**src/rtl/wb_tag_initiator_pkg.sv**
```systemverilog
// Shared types for wb_tag_initiator: FSM state encoding, default timeout and
// the captured-response record.
package wb_tag_initiator_pkg;

    localparam int unsigned DEF_TIMEOUT = 255;
    localparam int          RSP_DAT_W   = 32;
    localparam int          RSP_TGD_W   = 4;

    typedef enum logic [1:0] {
        IDLE = 2'd0,
        BUS  = 2'd1,
        RSP  = 2'd2
    } state_t;

    // The capture register is sized at the package widths; the top casts in and out.
    typedef struct packed {
        logic [RSP_DAT_W-1:0] dat;
        logic [RSP_TGD_W-1:0] tgd;
        logic                 err;
        logic                 timeout;
    } rsp_t;

endpackage

```
**src/rtl/wb_tag_initiator_timer.sv**
```systemverilog
// Bus-cycle watchdog for wb_tag_initiator: cleared by load, counts enabled
// cycles and flags when the count reaches TIMEOUT.
module wb_tag_initiator_timer
    import wb_tag_initiator_pkg::*;
#(
    parameter int unsigned TIMEOUT = DEF_TIMEOUT
) (
    input  logic clock,
    input  logic reset,
    input  logic load,
    input  logic enable,
    output logic expired
);

    localparam int CNT_W = $clog2(TIMEOUT + 1);

    logic [CNT_W-1:0] count;

    always_ff @(posedge clock or posedge reset) begin
        if (reset)
            count <= '0;
        else if (load)
            count <= '0;
        else if (enable && !expired)
            count <= count + 1'b1;
    end

    assign expired = (count == CNT_W'(TIMEOUT));

endmodule

```
**src/rtl/wb_tag_initiator.sv**
```systemverilog
// Single-outstanding classic Wishbone initiator with TGA/TGC/TGD tags.
// Optional bus watchdog enabled by defining WB_TAG_INITIATOR_TIMEOUT_EN.
module wb_tag_initiator
    import wb_tag_initiator_pkg::*;
#(
    parameter int          ADR_W   = 32,
    parameter int          DAT_W   = 32,
    parameter int          TGA_W   = 1,
    parameter int          TGC_W   = 1,
    parameter int          TGD_W   = 4,
    parameter int unsigned TIMEOUT = DEF_TIMEOUT
) (
    input  logic               clock,
    input  logic               reset,
    input  logic               req_valid,
    output logic               req_ready,
    input  logic               req_we,
    input  logic [ADR_W-1:0]   req_adr,
    input  logic [DAT_W-1:0]   req_dat,
    input  logic [DAT_W/8-1:0] req_sel,
    input  logic [TGA_W-1:0]   req_tga,
    input  logic [TGC_W-1:0]   req_tgc,
    input  logic [TGD_W-1:0]   req_tgd,
    output logic               rsp_valid,
    input  logic               rsp_ready,
    output logic [DAT_W-1:0]   rsp_dat,
    output logic [TGD_W-1:0]   rsp_tgd,
    output logic               rsp_err,
    output logic               rsp_timeout,
    output logic [ADR_W-1:0]   i_adr,
    output logic [DAT_W-1:0]   i_dat_w,
    output logic [DAT_W/8-1:0] i_sel,
    output logic               i_we,
    output logic               i_cyc,
    output logic               i_stb,
    output logic [TGA_W-1:0]   i_tga,
    output logic [TGC_W-1:0]   i_tgc,
    output logic [TGD_W-1:0]   i_tgd_w,
    input  logic [DAT_W-1:0]   i_dat_r,
    input  logic [TGD_W-1:0]   i_tgd_r,
    input  logic               i_ack,
    input  logic               i_err
);

    state_t state;
    rsp_t   rsp_q;
    logic   term;
    logic   expired;

    assign term = i_ack | i_err;

`ifdef WB_TAG_INITIATOR_TIMEOUT_EN
    wb_tag_initiator_timer #(.TIMEOUT(TIMEOUT)) u_timer (
        .clock   (clock),
        .reset   (reset),
        .load    (state == IDLE && req_valid),
        .enable  (state == BUS && !term),
        .expired (expired)
    );
`else
    logic unused_timeout;
    assign unused_timeout = (TIMEOUT == 0);
    assign expired        = 1'b0;
`endif

    always_ff @(posedge clock or posedge reset) begin
        if (reset) begin
            state   <= IDLE;
            i_adr   <= '0;
            i_dat_w <= '0;
            i_sel   <= '0;
            i_we    <= 1'b0;
            i_tga   <= '0;
            i_tgc   <= '0;
            i_tgd_w <= '0;
            rsp_q   <= '0;
        end else begin
            case (state)
                IDLE: if (req_valid) begin
                    i_adr   <= req_adr;
                    i_dat_w <= req_dat;
                    i_sel   <= req_sel;
                    i_we    <= req_we;
                    i_tga   <= req_tga;
                    i_tgc   <= req_tgc;
                    i_tgd_w <= req_tgd;
                    state   <= BUS;
                end
                // A real termination on the expiry cycle wins over the watchdog.
                BUS: if (term) begin
                    rsp_q <= '{dat: RSP_DAT_W'(i_dat_r), tgd: RSP_TGD_W'(i_tgd_r),
                               err: i_err, timeout: 1'b0};
                    state <= RSP;
                end else if (expired) begin
                    rsp_q <= '{dat: '0, tgd: '0, err: 1'b1, timeout: 1'b1};
                    state <= RSP;
                end
                RSP: if (rsp_ready)
                    state <= IDLE;
                default: state <= IDLE;
            endcase
        end
    end

    assign i_cyc       = (state == BUS);
    assign i_stb       = i_cyc;
    assign req_ready   = (state == IDLE) && !reset;
    assign rsp_valid   = (state == RSP);
    assign rsp_dat     = DAT_W'(rsp_q.dat);
    assign rsp_tgd     = TGD_W'(rsp_q.tgd);
    assign rsp_err     = rsp_q.err;
    assign rsp_timeout = rsp_q.timeout;

endmodule

```
**config.mk**
```make
export PLATFORM = sky130hd
export DESIGN_NAME = wb_tag_initiator
export DESIGN_NICKNAME = d
export VERILOG_FILES = /design/src/rtl/wb_tag_initiator_pkg.sv /design/src/rtl/wb_tag_initiator_timer.sv /design/src/rtl/wb_tag_initiator.sv
export SDC_FILE = /design/constraint.sdc
export NUM_CORES = 1
export LEC_CHECK = 0
export CAP_MARGIN = 15
export CORE_MARGIN = 8
export CORE_UTILIZATION = 39
export CTS_CLUSTER_SIZE = 30
export DETAILED_ROUTE_END_ITERATION = 12
export GPL_TIMING_DRIVEN = 0
export PLACE_DENSITY = 0.8
export SETUP_SLACK_MARGIN = 0.2
export SYNTH_ARGS = -nofsm -noshare
export SYNTH_HDL_FRONTEND = slang
export SYNTH_SLANG_ARGS = --single-unit
```
**constraint.sdc**
```tcl
create_clock -name clock -period 5.4 [get_ports clock]
set_input_delay 1.62 -clock clock [delete_from_list [all_inputs] [get_ports clock]]
set_output_delay 1.62 -clock clock [all_outputs]
set_load 0.1 [all_outputs]
```
==> metrics.cfg <==
[outcome]
status=completed

[global_route]
overflow=0
grt_pass1_vias=3566
grtUsageTotal=0.172
grt_pass1_wl_mm=19.5
antenna_found_initial=0
grt_max_degree=65

[setup_path]
reg2reg_from=state[0]$_DFFE_PP0P_
critPathLaunchType=input port
path_max_fanout=2
reg2reg_to=i_adr[3]$_DFFE_PP0P_
critPathKind=input port to output pin
reg2reg_slack_ns=3.74
crit_start=reset
end_kind=output pin
r2r_cells=4
cp-endpoint=req_ready
arrival_ns=3.47
crit_required_ns=3.78

[sta]
finClkSkew_ns=0.00597
period_share=0.943
hold_ws_ns=0.482
slew_violations=0
clock.fmax_mhz=196
setup_viol=0
hold_viol=0
fin_crit_ns=5.09
rsz0062_at_grt=false
worst_pin_slew_ns=1.03
timing.slew.headroom=0.311

[placed_design]
port_buffers=232
dpl.hpwl_mm=10.2
dpl_cell_area_um2=7000
gp_congestion=0.706
dp.cells=629

[logic_synthesis]
avgSynthCellArea_um2=17.7
ys.flop_type=dfrtp_1
ys_ff_latch=114
synth_cell_types=18
syn_nets=370
async_flop_share=1.00
synth_edf_count=0
syn_area_um2=4470
synth_seq_area_share=0.639
synthCells=253
yosys_warnings=0

[clock_network]
clk_pin_slew_ns=0.05
cts-htree-levels=4
cts-root-buf=clkbuf_16
ctsResizeCount=0
numCtsBuffers=17
clockBufferDepth=2
post_cts_buffers=0
cts_tree=built
insertion_delay_ns=0.41
ctsHoldBuffers=0
clock-sinks=114

[route]
via_count=3096
dr.pass1.iters=4
ant_nets=0
drt-vias-per-instance=4.68
wl_mm=13.1
wl_per_cell_um=19.8
drc=0
dr.first_iter.drc_count=132

[min_path]
hold_class=flip-flop to flip-flop

[die]
die-height_um=123
die_x_um=123
io_pins=234
rows=39
initial_core_util=0.394
die_area_um2=15100
fp.coreArea_um2=11300

[final_layout]
nFillCells=825
final_cell_area_um2=7640
fin_cells=661
num-nets-final=622
insertedDiodeCount=0
drive_gt1_frac=0.253
syn_to_final_growth_pct=71.2

[run]
maxCapViolations=0

-- cell usage after synthesis, types with 2 or more instances --
library cell | count | area [µm²]
buf_4 | 8 | 60.1
buf_12 | 4 | 80.1
nor2b_4 | 2 | 27.5
nor2_1 | 2 | 7.51
mux2_1 | 32 | 360
inv_1 | 2 | 7.51
mux2_4 | 29 | 435
mux2_2 | 50 | 563
buf_2 | 2 | 10.0
dfrtp_1 | 114 | 2850
-- cell families after synthesis --
family / after synthesis / share of synthesized area
flip-flops: 114 / 0.639
AND/OR/NAND/NOR: 8 / 0.0146
buffers and inverters: 16 / 0.0353
AO/OA/AOI/OAI: 2 / 0.00392
multiplexers: 112 / 0.307
other: 1 / 0.000840
-- how the worst min path moves through the flow --
stage	depth (start not counted)	to	from
final	1	i_dat_w[28]$_DFFE_PP0P_	i_dat_w[28]$_DFFE_PP0P_
after global routing	1	i_dat_w[28]$_DFFE_PP0P_	i_dat_w[28]$_DFFE_PP0P_
after CTS	1	i_dat_w[28]$_DFFE_PP0P_	i_dat_w[28]$_DFFE_PP0P_
after detailed placement	1	i_dat_w[28]$_DFFE_PP0P_	i_dat_w[28]$_DFFE_PP0P_
after global placement	1	i_dat_w[12]$_DFFE_PP0P_	i_dat_w[12]$_DFFE_PP0P_
after floorplan	1	state[0]$_DFFE_PP0P_	state[1]$_DFFE_PP0P_
-- state kept, by name (all words and copies together) (netlist names) --
| name | flops |
|---|---|
| i_tgc | 1 |
| rsp_err | 1 |
| i_tgd_w | 4 |
| i_we | 1 |
| i_sel | 4 |
| i_adr | 32 |
| i_dat_w | 32 |
| i_tga | 1 |
| state | 2 |
| rsp_dat | 32 |
| rsp_tgd | 4 |
-- layer usage --
layer | wire length, µm | GRT usage | up-vias
met5 | 0 | 0 | -
met4 | 231 | 0.0737 | 0
met3 | 1380 | 0.0831 | 16
met2 | 6860 | 0.305 | 139
met1 | 4640 | 0.168 | 1552
li1 | - | - | 1389
-- cell usage in the layout (no fill, tap or decap) --
cell,synthesis,routed
buf_12,4,4
nor3b_2,1,1
nor2b_4,2,2
mux2_1,32,32
inv_1,2,1
buf_2,2,2
clkbuf_8,0,2
dfrtp_1,114,114
nor3_2,0,1
mux2_2,50,50
bufinv_16,0,5
inv_4,0,1
nand2_1,1,1
buf_16,0,1
clkinvlp_4,0,1
and2b_2,1,1
clkbuf_1,0,2
conb_1,1,1
mux2i_1,1,1
clkbuf_16,0,17
nor2_1,2,2
buf_4,8,8
clkdlybuf4s50_1,0,232
clkinv_2,0,5
a22o_2,1,1
mux2_4,29,29
a21o_1,1,1
-- final cells by class --
cell class,count,area (µm²),share of cell area
inverter,2,10.0,0.00131
tap,143,179,0.0234
clock buffer,21,460,0.0602
clock inverter,11,183,0.0239
timing repair buffer,233,2350,0.307
sequential,114,2850,0.373
multi-input combinational,123,1460,0.191
buffer,14,150,0.0196
-- worst max-delay path: stages --
cell and delay [ns]:
clkdlybuf4s50_1 0.49, nor3_2 0.17, clkdlybuf4s50_1 1.18
-- through the flow --
stage                     TNS [ns]   util  worst slack [ns]
after floorplan                  0      -             0.764
after detailed placement         0  0.618             0.355
after CTS                        0  0.675             0.290
final                            0  0.675             0.310
after global routing             0  0.675             0.266
after global placement      -94.83  0.616            -0.838
Power is not shown: default switching activity piles up to over one toggle a cycle in this logic, so the estimate is an artifact.
